`config.mk`:
```
export PLATFORM = sky130hd
export DESIGN_NAME = sample_rate_timer
export DESIGN_NICKNAME = d
export VERILOG_FILES = /design/src/rtl/sample_rate_timer.sv
export SDC_FILE = /design/constraint.sdc
export NUM_CORES = 1
export LEC_CHECK = 0
export CORE_MARGIN = 2
export CORE_UTILIZATION = 40
export CTS_BUF_LIST = sky130_fd_sc_hd__clkbuf_4
export DETAILED_ROUTE_END_ITERATION = 12
export GPL_TIMING_DRIVEN = 0
export PLACE_DENSITY_LB_ADDON = 0.2
export SLEW_MARGIN = 10
export SYNTH_ARGS = -nofsm -noshare
export SYNTH_HDL_FRONTEND = slang
export SYNTH_SLANG_ARGS = --single-unit
```
`constraint.sdc`:
```
create_clock -name clk -period 14.85 [get_ports clk]
set_clock_uncertainty 0.15 [all_clocks]
set_input_delay 2.97 -clock clk [delete_from_list [all_inputs] [get_ports clk]]
set_output_delay 2.97 -clock clk [all_outputs]
set_load 0.05 [all_outputs]
```
`src/rtl/sample_rate_timer.sv`:
```
// Sample-rate tick generator: turns a requested audio rate into a clk-cycle period
// with a serial divider, and raises a level-held sample request once per period.
module sample_rate_timer #(
   parameter logic [31:0] SYS_CLK_FREQ     = 32'd50_000_000,
   parameter logic [31:0] INITIAL_CLK_FREQ = 32'd22_000,
   parameter logic [31:0] MIN_FREQ         = 32'd1_000,
   parameter logic [31:0] MAX_FREQ         = 32'd48_000
) (
   input  logic        clk,
   input  logic        reset,
   input  logic [31:0] freq_in,
   input  logic        enable,
   input  logic        sample_ack,
   output logic        sample_req,
   output logic [31:0] divisor,
   output logic [31:0] active_freq,
   output logic        busy,
   output logic [15:0] overrun_count
);

   localparam logic [31:0] RESET_DIVISOR = SYS_CLK_FREQ / INITIAL_CLK_FREQ;
   localparam logic [0:0]  ST_RUN        = 1'b0;
   localparam logic [0:0]  ST_DIVIDE     = 1'b1;

   logic [0:0]  state_q, state_d;
   logic [31:0] pending_q, pending_d;
   logic [31:0] rem_q, rem_d;
   logic [31:0] quot_q, quot_d;
   logic [5:0]  iter_q, iter_d;
   logic [31:0] divisor_q, divisor_d;
   logic [31:0] active_q, active_d;
   logic        busy_q, busy_d;
   logic [31:0] cnt_q, cnt_d;
   logic        req_q, req_d;
   logic [15:0] ovr_q, ovr_d;

   logic [31:0] clamp_s;
   logic [32:0] shift_s;
   logic [31:0] diff_s;
   logic        tick_s;
   logic        load_s;

   // Requested rate limited to the supported window (unsigned compare).
   always_comb begin
      clamp_s = freq_in;
      if (freq_in < MIN_FREQ) begin
         clamp_s = MIN_FREQ;
      end else if (freq_in > MAX_FREQ) begin
         clamp_s = MAX_FREQ;
      end else begin
         clamp_s = freq_in;
      end
   end

   // Restoring step: the dividend streams out of the quotient register's MSB.
   assign shift_s = {rem_q, quot_q[31]};
   assign diff_s  = shift_s[31:0] - pending_q;
   assign tick_s  = enable && (cnt_q == (divisor_q - 32'd1));

   // Rate-change FSM and the 32-step divider; load_s marks the result edge.
   always_comb begin
      state_d   = state_q;
      pending_d = pending_q;
      rem_d     = rem_q;
      quot_d    = quot_q;
      iter_d    = iter_q;
      divisor_d = divisor_q;
      active_d  = active_q;
      busy_d    = busy_q;
      load_s    = 1'b0;
      case (state_q)
         ST_RUN: begin
            if (clamp_s != active_q) begin
               pending_d = clamp_s;
               rem_d     = 32'd0;
               quot_d    = SYS_CLK_FREQ;
               iter_d    = 6'd0;
               busy_d    = 1'b1;
               state_d   = ST_DIVIDE;
            end else begin
               busy_d    = 1'b0;
            end
         end
         ST_DIVIDE: begin
            if (iter_q == 6'd32) begin
               divisor_d = quot_q;
               active_d  = pending_q;
               busy_d    = 1'b0;
               load_s    = 1'b1;
               state_d   = ST_RUN;
            end else begin
               if (shift_s >= {1'b0, pending_q}) begin
                  rem_d  = diff_s;
                  quot_d = {quot_q[30:0], 1'b1};
               end else begin
                  rem_d  = shift_s[31:0];
                  quot_d = {quot_q[30:0], 1'b0};
               end
               iter_d = iter_q + 6'd1;
            end
         end
         default: begin
            busy_d  = 1'b0;
            state_d = ST_RUN;
         end
      endcase
   end

   // Period counter keeps using the old divisor until a new one is loaded.
   always_comb begin
      cnt_d = cnt_q;
      if (load_s || !enable || tick_s) begin
         cnt_d = 32'd0;
      end else begin
         cnt_d = cnt_q + 32'd1;
      end
   end

   // Request handshake; a tick over an unacknowledged request counts as an overrun.
   always_comb begin
      req_d = req_q;
      ovr_d = ovr_q;
      if (tick_s) begin
         req_d = 1'b1;
         if (req_q && !sample_ack && (ovr_q != 16'hFFFF)) begin
            ovr_d = ovr_q + 16'd1;
         end else begin
            ovr_d = ovr_q;
         end
      end else if (req_q && sample_ack) begin
         req_d = 1'b0;
      end else begin
         req_d = req_q;
      end
   end

   // State registers; reset discards any division in flight.
   always_ff @(posedge clk or posedge reset) begin
      if (reset) begin
         state_q   <= ST_RUN;
         pending_q <= INITIAL_CLK_FREQ;
         rem_q     <= 32'd0;
         quot_q    <= 32'd0;
         iter_q    <= 6'd0;
         divisor_q <= RESET_DIVISOR;
         active_q  <= INITIAL_CLK_FREQ;
         busy_q    <= 1'b0;
         cnt_q     <= 32'd0;
         req_q     <= 1'b0;
         ovr_q     <= 16'd0;
      end else begin
         state_q   <= state_d;
         pending_q <= pending_d;
         rem_q     <= rem_d;
         quot_q    <= quot_d;
         iter_q    <= iter_d;
         divisor_q <= divisor_d;
         active_q  <= active_d;
         busy_q    <= busy_d;
         cnt_q     <= cnt_d;
         req_q     <= req_d;
         ovr_q     <= ovr_d;
      end
   end

   assign sample_req    = req_q;
   assign divisor       = divisor_q;
   assign active_freq   = active_q;
   assign busy          = busy_q;
   assign overrun_count = ovr_q;

endmodule

```
Word level (Yosys, flattened, before mapping)
Index checks and enable logic that the tools add are counted.
Widths: inputs -> output; s select.
{ "totals": {"ff_bits": 217, "output_inout_bits": 82, "word_cells": 63, "inputBits": 36} }
{ "classes": {"n_bitwise": 1, "n_reduce_logical": 13, "muxes": 23, "order_cmp": 3, "eq_ne": 7, "add_sub_neg": 5} }
{ "op_table": {"columns": ["op", "count"], "rows": [
  ["$mux 32", 8],
  ["$pmux 32 s2", 2],
  ["$ge 33x32->1", 1],
  ["$add 32x1->32 const B", 1],
  ["$eq 32x32->1", 1],
  ["$gt 32x16->1 const B", 1],
  ["$lt 32x10->1 const B", 1],
  ["$ne 32x32->1", 1],
  ["$sub 32x1->32 const B", 1],
  ["$sub 32x32->32", 1],
  ["$add 16x1->16 const B", 1],
  ["$ne 16x16->1 const B", 1],
  ["$mux 6", 2],
  ["$pmux 6 s2", 1],
  ["$mux 1", 8],
  ["$reduce_and 2->1", 4],
  ["$add 6x1->6 const B", 1],
  ["$eq 6x6->1 const B", 1],
  ["$logic_and 1x1->1", 4],
  ["$ne 2x2->1 const B", 2],
  ["$pmux 1 s2", 2],
  ["$logic_not 1->1", 2],
  ["$logic_or 1x1->1", 2],
  ["$ne 2x1->1 const B", 1],
  ["other kinds (2)", 2]
]} }

Depth between registers and ports, before layout
Gate-level depths: netlist of run 1.
{ "depth": {"ltp_word": 6, "depth_mapped": 13, "depth_no_buf": 12} }

Worst setup path before layout of run 1
OpenSTA, ideal clock, no wires.
{ "synth_timing": {"path_type": "input to register", "startpoint": "input freq_in[3]", "endpoint": "register quot_q[14]", "slack_ns": 8.854, "t_arrival_ns": 5.726, "setup_ns": 0.119, "t_required_ns": 14.581, "stages": 11, "path_buffers": 2, "path_cell_list": "or4_1 -> nor4_4 -> o21ai_0 -> mux2i_1 -> or4_1 -> nor4_4 -> nor2_2 -> buf_6 -> buf_4 -> nor3_2 -> nor2_1"} }
{ "synth_between": {"elab_chain_len": 6, "elab_cells_between_ends": 7, "classes_between": "2 x order compare; 2 x eq/ne; 2 x mux; 1 x reduce/logical"} }
{ "synth_lines": {"columns": ["item", "line_no", "rtl"], "rows": [
  ["start, declared", "11", "input logic [31:0] freq_in,"],
  ["$gt 32x16->1", "48", "end else if (freq_in > MAX_FREQ) begin"],
  ["$mux 32", "48", null],
  ["$mux 32 (*)", "46", "if (freq_in < MIN_FREQ) begin"],
  ["$ne 32x32->1 (*)", "73", "if (clamp_s != active_q) begin"],
  ["$ne 2x2->1 (no source line) (*)", null, null],
  ["$reduce_and 2->1 (no source line) (*)", null, null],
  ["end signal, assigned", "155", "quot_q <= quot_d;"],
  ["end, declared", "28", "logic [31:0] quot_q, quot_d;"]
]} }
Mark *: on every way between the ends. The rest lies on a longest branch, timed or not.
A chain may end at the register's enable or synchronous reset.

Final worst setup path of run 1
{ "layout_timing": {"startpoint": "input freq_in[4]", "endpoint": "register pending_q[15]"} }
{ "layout_between": {"elab_chain_len": 5, "elab_cells_between_ends": 6, "classes_between": "2 x order compare; 1 x eq/ne; 2 x mux; 1 x reduce/logical"} }
{ "layout_lines": {"columns": ["item", "line_no", "rtl"], "rows": [
  ["$gt 32x16->1", "48", null],
  ["$mux 32", "48", null],
  ["$mux 32 (*)", "46", null],
  ["$ne 32x32->1", "73", null],
  ["$reduce_and 2->1 (no source line)", null, null],
  ["end signal, assigned", "153", "pending_q <= pending_d;"],
  ["end, declared", "26", "logic [31:0] pending_q, pending_d;"]
]} }
Marks and branches as above.

==> metrics.log, run 1 <==
[metrics] status: finished clean
[metrics] setup repair after global routing missed its margin: false
[metrics] part of the cycle the worst path needs: 43.56%
[metrics] CP endpoint: pending_q[15]
[metrics] Reg clk slew, reported paths: 60 ps
[metrics] nature of the critical path endpoint: flip-flop
[metrics] largest area contributor in the netlist: sky130_fd_sc_hd__dfrtp_1
[metrics] peak fanout along the critical path: 10
[metrics] number of levels the H-tree was split into: 2
[metrics] number of flip-flops and latches in the synthesized netlist: 217
[metrics] worst reg2reg path startpoint: divisor[0]
[metrics] CTS root buffer: sky130_fd_sc_hd__clkbuf_4
[metrics] Boundary Pins: 118
[metrics] number of sinks driven by the clock tree: 217
[metrics] y dimension of the die: 181.3 µm
[metrics] Die Wd: 181.3 µm
[metrics] total of hold buffers inserted after clock tree synthesis: 0
[metrics] fin. max-slew vios: 0
[metrics] average wire length per cell after detail routing: 17.79 µm
[metrics] total wire length after detailed routing: 35.22 mm
[metrics] Fill cells: 2969
[metrics] cell count after synthesis: 1358
[metrics] power density normalized to cell area: 210.3 nW/µm²
[metrics] kind of start point of the critical path: primary input
[metrics] clock buffers created by TritonCTS: 60
[metrics] critical path required time: 15270 ps
[metrics] Avg Inst Size Synth: 9.258 µm²
[metrics] cell types occupying the most area after synthesis: sky130_fd_sc_hd__dfrtp_1 (39%), sky130_fd_sc_hd__xnor2_1 (5.4%), sky130_fd_sc_hd__nand2_1 (5.2%)
[metrics] post-synthesis sequential area ratio: 43.39%
[metrics] number of port buffers: 115
[metrics] Std-Cell Rows: 64
[metrics] total of endpoints with negative setup slack in the final report: 0
[metrics] post-synth cell types: 82
[metrics] headroom to the max-slew limit: 37.62%
[metrics] global-route wire length before repair: 56.95 mm
[metrics] die area: 32860 µm²
[metrics] placeable core region: 30750 µm²
[metrics] area taken by flip-flops and latches: 5455 µm²
[metrics] routed via count: 10810
[metrics] number of antenna violations at the first check in global routing: 1
[metrics] DR pass1 iterations: 5
[metrics] multi-input gate area in the final layout: 6609 µm²
[metrics] CTS tree: built
[metrics] crit path from: freq_in[4]
[metrics] flip-flop cell with the highest count after synthesis: sky130_fd_sc_hd__dfrtp_1
[metrics] vias per cell: 5.460
[metrics] startpoint-to-endpoint class of the critical path: in -> reg
[metrics] netlist area before placement: 12570 µm²
[metrics] number of buffers between clock root and the deepest sink: 3
[metrics] area added between synthesis and finish: 19.32%
[metrics] slew of the pin with the lowest slew margin: 912.1 ps
[metrics] worst skew pair latency: 710 ps
[metrics] EDFF count, synth: 0
[metrics] Final GP Congestion: 0.9041
[metrics] quantity of gates resized following cts: 0
[metrics] Total Power: 3.155 mW
[metrics] GRT Resource Usage Total: 21.51%
[metrics] number of nets produced by synthesis: 1432
[metrics] proportion of layout cells with a drive suffix above 1: 11.81%
[metrics] Highest Clock Rate: 154.6 MHz
[metrics] vias in the first global route: 10530
[metrics] end of the worst register-to-register path: cnt_q[27]
[metrics] initial cell density of the core: 40.89%
[metrics] residual DRC count: 0
[metrics] Hold WC Path Type: reg -> reg
[metrics] asr flop ratio synth: 100.0%
[metrics] arrival time of the worst setup path: 6890 ps
[metrics] largest net degree at the start of global routing: 118
[metrics] Final TNS setup: 0 ps
[metrics] final net count: 1610
[metrics] number of maximum-capacitance violations: 0
[metrics] Antenna Violating Nets Remaining: 0
[metrics] yosys warns: 0
[metrics] maximum vdd ir drop: 0.0001380 V
[metrics] area fraction of the dominant cell type after synthesis: 39.21%
[metrics] instance area after placement: 14260 µm²
[metrics] Worst R2R Path Depth: 12
[metrics] clock period minus final worst setup slack: 6469 ps
[metrics] half-perimeter wire length after placement: 25.64 mm
[metrics] leakage component of the power: 6.392 nW
[metrics] Non-Filler Cell Area, Final: 15000 µm²
[metrics] setup fix buffers added after clock tree synthesis: 0
[metrics] R2R setup slack: 10500 ps
[metrics] Detailed Route Iter0 Violations: 681
[metrics] hold violation count in the final report: 0
[metrics] final global-route overflow total: 0
[synthesized netlist by cell type, types with 10 or more instances]
cell type	n
sky130_fd_sc_hd__clkbuf_1	46
sky130_fd_sc_hd__nand4_1	20
sky130_fd_sc_hd__mux2i_1	31
sky130_fd_sc_hd__o21ai_0	80
sky130_fd_sc_hd__o21ai_1	16
sky130_fd_sc_hd__a31oi_1	14
sky130_fd_sc_hd__and3_1	13
sky130_fd_sc_hd__xor2_1	49
sky130_fd_sc_hd__o2bb2ai_1	11
sky130_fd_sc_hd__nand3_1	50
sky130_fd_sc_hd__a21o_1	11
sky130_fd_sc_hd__dfstp_2	20
sky130_fd_sc_hd__nand2_1	174
sky130_fd_sc_hd__ha_1	37
sky130_fd_sc_hd__inv_1	66
sky130_fd_sc_hd__nor2_1	120
sky130_fd_sc_hd__dfrtp_1	197
sky130_fd_sc_hd__nor3_1	20
sky130_fd_sc_hd__mux2_2	35
sky130_fd_sc_hd__a21oi_1	38
sky130_fd_sc_hd__nor4_1	22
sky130_fd_sc_hd__or4_1	10
sky130_fd_sc_hd__xnor2_1	77
sky130_fd_sc_hd__o22ai_1	17
[worst min path at each step]
stage	start	endpoint	cells after the start
3_3_place_gp	busy	busy	1
3_5_place_dp	busy	busy	1
4_1_cts	busy	busy	1
6_report	busy	busy	1
2_1_floorplan	quot_q[18]	quot_q[19]	2
5_1_grt	overrun_count[8]	overrun_count[8]	1
[cells in the final DEF (no fill, tap or decap), drive strengths merged, types with 9 or more instances in the layout]
cell type | Yosys | layout
a21o | 11 | 11
a21oi | 38 | 38
a31oi | 14 | 14
and2 | 9 | 9
and3 | 13 | 13
buf | 14 | 15
clkbuf | 46 | 133
clkdlybuf4s50 | 0 | 115
clkinv | 0 | 22
dfrtp | 197 | 197
dfstp | 20 | 20
ha | 37 | 37
inv | 66 | 66
mux2 | 35 | 35
mux2i | 31 | 31
nand2 | 174 | 174
nand3 | 50 | 50
nand4 | 20 | 20
nor2 | 122 | 122
nor3 | 26 | 26
nor4 | 26 | 26
o211ai | 10 | 10
o21ai | 96 | 96
o22ai | 17 | 17
o2bb2ai | 11 | 11
o31ai | 9 | 9
or2 | 9 | 9
or4 | 10 | 10
xnor2 | 77 | 77
xor2 | 49 | 49
[worst max-delay path, cell delays in order]
cell and delay (ps):
sky130_fd_sc_hd__clkdlybuf4s50_1 520, sky130_fd_sc_hd__or4_1 590, sky130_fd_sc_hd__nor4_4 490, sky130_fd_sc_hd__o21ai_0 330, sky130_fd_sc_hd__mux2i_1 210, sky130_fd_sc_hd__or4_1 580
sky130_fd_sc_hd__nor4_4 390, sky130_fd_sc_hd__nor2_2 130, sky130_fd_sc_hd__buf_6 180, sky130_fd_sc_hd__buf_4 200, sky130_fd_sc_hd__o21ai_1 170, sky130_fd_sc_hd__o21ai_1 110
[sequential cells by signal, indices dropped and copies added (netlist names)]
signal and flops:
cnt_q 32, busy 1, sample_req 1, pending_q 32
active_freq 32, state_q 1, overrun_count 16, quot_q 32
rem_q 32, iter_q 6, divisor 32
[cell families (layout without fill, tap and decap cells)]
logic type	Yosys count	count (layout)	share of synthesized area (%)
fa+ha+maj	38	38	3.842
xor+xnor	126	126	8.778
other cells	0	1	0
buf+inv	126	351	4.080
mux	66	66	5.603
simple gates	511	511	20.12
flops	217	217	43.39
compound gates	274	274	14.18
[power breakdown]
group / internal [mW] / total, mW / switching, mW
sequential: 0.774 / 0.971 / 0.197
combinational: 0.664 / 1.65 / 0.989
clock: 0.268 / 0.531 / 0.263
total: 1.71 / 3.16 / 1.45
[metrics by stage]
step / util, % / std cells / hold slack [ps] / setup slack, ps
after floorplan: - / 1358 / 306.7 / 5827
after global placement: 46.24 / 1869 / 316.7 / 2835
after detailed placement: 46.37 / 1870 / 322.3 / 7713
after CTS: 48.78 / 1979 / 340.7 / 8473
after global routing: 48.78 / 1980 / 362.3 / 8279
final: 48.78 / 1980 / 338.6 / 8381
[metal layers]
layer	vias up	wire length, µm	global-route usage [%]	share of wire (%)
li1	5218	-	-	-
met1	5264	15840	28.13	45
met2	258	16850	35.94	48
met3	70	1561	3.709	4.4
met4	0	963	7.545	2.7
met5	-	0	0	0
[final cells by class]
type                            instances  area share [%]
Buffer                                 60           1.768
Inverter                               66           1.702
Sequential cell                       217           36.37
Tap cell                              396           3.303
Antenna cell                            1         0.01668
Multi-Input combinational cell       1015           44.06
Timing Repair Buffer                  116           7.857
Clock inverter                         22          0.5755
Clock buffer                           87           4.354
Power figures use the tool's default switching activity.
==> run 2, diff against run 1 <==
==> constraint.sdc (replaced) <==
create_clock -name clk -period 6.7 [get_ports clk]
set_clock_uncertainty 0.15 [all_clocks]
set_input_delay 1.34 -clock clk [delete_from_list [all_inputs] [get_ports clk]]
set_output_delay 1.34 -clock clk [all_outputs]
set_load 0.05 [all_outputs]
==> run 2 against run 1 <==
Against the previous run:
- worst hold slack improved by 2.6 ps
- cell area increased by 1.3%
- sequential power increased by 120%
- first-iteration DRC count increased by 4.7%
- cell count increased by 0.71%
- global-route usage increased by 0.41 points
- count of clock-buffer cells in the layout increased by 12
- via count increased by 0.46%
- die area unchanged
- utilization increased by 0.65 points
- largest cell class unchanged
- largest power group unchanged
- highest routed layer unchanged
==> metrics.log, run 2 (synthesized netlist as in run 1, its figures left out) <==
[metrics] nature of the critical path endpoint: flip-flop
[metrics] worst skew pair latency: 700 ps (about the same)
[metrics] area added between synthesis and finish: 20.91%
[metrics] Final TNS setup: 0 ps (unchanged)
[metrics] kind of start point of the critical path: primary input
[metrics] largest net degree at the start of global routing: 36 (-69%)
[metrics] Final GP Congestion: 0.9127 (+0.95%)
[metrics] peak fanout along the critical path: 10 (unchanged)
[metrics] headroom to the max-slew limit: 30.08% (-7.5 points)
[metrics] relative contribution of combinational cells to total power: 51.7% (-0.7 points)
[metrics] setup repair after global routing missed its margin: false
[metrics] CTS root buffer: sky130_fd_sc_hd__clkbuf_4
[metrics] number of maximum-capacitance violations: 0 (unchanged)
[metrics] Total Power: 7.091 mW (+120%)
[metrics] GRT Resource Usage Total: 21.92% (+0.41 points)
[metrics] total of hold buffers inserted after clock tree synthesis: 0 (unchanged)
[metrics] final net count: 1622 (+0.75%)
[metrics] number of port buffers: 115 (unchanged)
[metrics] Switching Share: 45.43% (-0.51 points)
[metrics] share of power burned in the clock network: 18.0% (+1.2 points)
[metrics] y dimension of the die: 181.3 µm (unchanged)
[metrics] routed via count: 10860 (+0.46%)
[metrics] leakage component of the power: 6.502 nW (+1.7%)
[metrics] Highest Clock Rate: 206.0 MHz
[metrics] maximum vdd ir drop: 0.0002525 V (+83%)
[metrics] total wire length after detailed routing: 35.19 mm (about the same)
[metrics] Reg clk slew, reported paths: 60 ps (about the same)
[metrics] startpoint-to-endpoint class of the critical path: in -> reg
[metrics] arrival time of the worst setup path: 5290 ps (-1600 ps)
[metrics] proportion of layout cells with a drive suffix above 1: 13.09% (+1.3 points)
[metrics] quantity of gates resized following cts: 0 (unchanged)
[metrics] vias per cell: 5.446 (-0.24%)
[metrics] Std-Cell Rows: 64 (unchanged)
[metrics] commonest cells after routing, fill and taps aside: sky130_fd_sc_hd__dfrtp_1 (197), sky130_fd_sc_hd__nand2_1 (174), sky130_fd_sc_hd__nor2_1 (120)
[metrics] fraction of power consumed by sequential logic: 30.3% (-0.5 points)
[metrics] Die Wd: 181.3 µm (unchanged)
[metrics] setup fix buffers added after clock tree synthesis: 0 (unchanged)
[metrics] power density normalized to cell area: 466.5 nW/µm² (+120%)
[metrics] part of the cycle the worst path needs: 72.45%
[metrics] critical path required time: 7130 ps (-8140 ps)
[metrics] number of buffers between clock root and the deepest sink: 3 (unchanged)
[metrics] Fill cells: 2974 (+0.17%)
[metrics] fin. max-slew vios: 0 (unchanged)
[metrics] DR pass1 iterations: 7 (+2)
[metrics] CTS tree: built
[metrics] half-perimeter wire length after placement: 26.33 mm (+2.7%)
[metrics] instance area after placement: 14380 µm² (+0.87%)
[metrics] number of sinks driven by the clock tree: 217 (unchanged)
[metrics] NetSw: 3.221 mW (+120%)
[metrics] Detailed Route Iter0 Violations: 713 (+4.7%)
[metrics] clock buffers created by TritonCTS: 66 (+10%)
[metrics] vias in the first global route: 10900 (+3.5%)
[metrics] number of antenna violations at the first check in global routing: 1 (unchanged)
[metrics] Boundary Pins: 118 (unchanged)
[metrics] slew of the pin with the lowest slew margin: 1022 ps (+110.3 ps)
[metrics] clock period minus final worst setup slack: 4854 ps
[metrics] most frequent standard cell in the layout excluding fill and tap cells: sky130_fd_sc_hd__dfrtp_1
[metrics] residual DRC count: 0 (unchanged)
[metrics] hold violation count in the final report: 0 (unchanged)
[metrics] die area: 32860 µm² (unchanged)
[metrics] number of levels the H-tree was split into: 3 (+1)
[metrics] internal power of the cells: 3.870 mW (+130%)
[metrics] average wire length per cell after detail routing: 17.65 µm (-0.77%)
[metrics] total of endpoints with negative setup slack in the final report: 0 (unchanged)
[metrics] Hold WC Path Type: reg -> reg
[metrics] final global-route overflow total: 0 (unchanged)
[metrics] global-route wire length before repair: 57.88 mm (+1.6%)
[metrics] Non-Filler Cell Area, Final: 15200 µm² (+1.3%)
[metrics] Antenna Violating Nets Remaining: 0 (unchanged)
[metrics] initial cell density of the core: 40.89% (unchanged)
[metrics] status: finished clean
[metrics] placeable core region: 30750 µm² (unchanged)
[run 2: cell count changes in the layout (fill, tap and decap cells not counted)]
cell	change
sky130_fd_sc_hd__clkbuf_4	+12
sky130_fd_sc_hd__clkinv_1	-8
sky130_fd_sc_hd__buf_12	+5
sky130_fd_sc_hd__inv_2	+5
sky130_fd_sc_hd__clkinv_2	-2
sky130_fd_sc_hd__clkinvlp_4	+2
sky130_fd_sc_hd__buf_16	+1
sky130_fd_sc_hd__inv_8	-1
[run 2: power by group through the flow]
stage / sequential [mW] / combinational (mW) / clock, mW
global route: 2.21 / 4.05 / 1.39
detailed placement: 2.16 / 3.66 / 0
global placement: 2.15 / 3.59 / 0
CTS: 2.14 / 3.68 / 1.33
floorplan: 2.42 / 2.35 / 0
finish: 2.15 / 3.66 / 1.28
[run 2: cell type report]
cell class / instances / area (µm²) / area share (%)
flip-flops and latches: 217 / 5455 / 35.89
clock buffers: 99 / 743.2 / 4.889
well taps: 396 / 495.5 / 3.260
plain buffers: 60 / 265.3 / 1.745
multi-input cells: 1015 / 6609 / 43.48
inverters: 66 / 251.5 / 1.654
clock inverters: 18 / 72.57 / 0.4774
repair buffers: 122 / 1306 / 8.593
diodes: 1 / 2.502 / 0.01646
[run 2: worst max-delay path: stages]
cell,delay (ps)
sky130_fd_sc_hd__clkdlybuf4s50_1,530
sky130_fd_sc_hd__or4_1,600
sky130_fd_sc_hd__nor4_4,490
sky130_fd_sc_hd__o21ai_0,330
sky130_fd_sc_hd__mux2i_1,210
sky130_fd_sc_hd__or4_1,570
sky130_fd_sc_hd__nor4_4,370
sky130_fd_sc_hd__nor2_2,120
sky130_fd_sc_hd__clkbuf_1,310
sky130_fd_sc_hd__o21ai_0,250
sky130_fd_sc_hd__o21ai_0,150
[run 2: final timing paths]
kind / startpoint / to / slack [ps] / cells past startpoint
worst max register to register: divisor[2] / cnt_q[28] / 2410 / 10
max in group asynchronous: reset / overrun_count[1] / 4180 / 6
worst min register to register: overrun_count[11] / overrun_count[11] / 340 / 1
min in group asynchronous: reset / cnt_q[0] / 900 / 2
worst min-delay path: overrun_count[11] / overrun_count[11] / 340 / 1
worst max-delay path: freq_in[4] / pending_q[7] / 1850 / 11
[run 2: stage by stage]
| step | worst slack (ps) | std cells | hold WS, ps | util (%) |
|---|---|---|---|---|
| floorplan | 2334 | 1358 | 306.7 | - |
| finish | 1846 | 1994 | 341.1 | 49.43 |
| detailed placement | 1206 | 1876 | 320.5 | 46.77 |
| CTS | 1934 | 1993 | 340.3 | 49.43 |
| global placement | 582.4 | 1869 | 324.1 | 46.25 |
| global route | 1715 | 1994 | 364.8 | 49.43 |
[run 2: per-layer routing]
layer / vias up / track usage [%] / routed length (µm)
met4: 0 / 8.715 / 1207
met3: 88 / 4.354 / 1948
li1: 5250 / - / -
met1: 5220 / 27.59 / 15200
met2: 302 / 37.00 / 16840
met5: - / 0 / 0
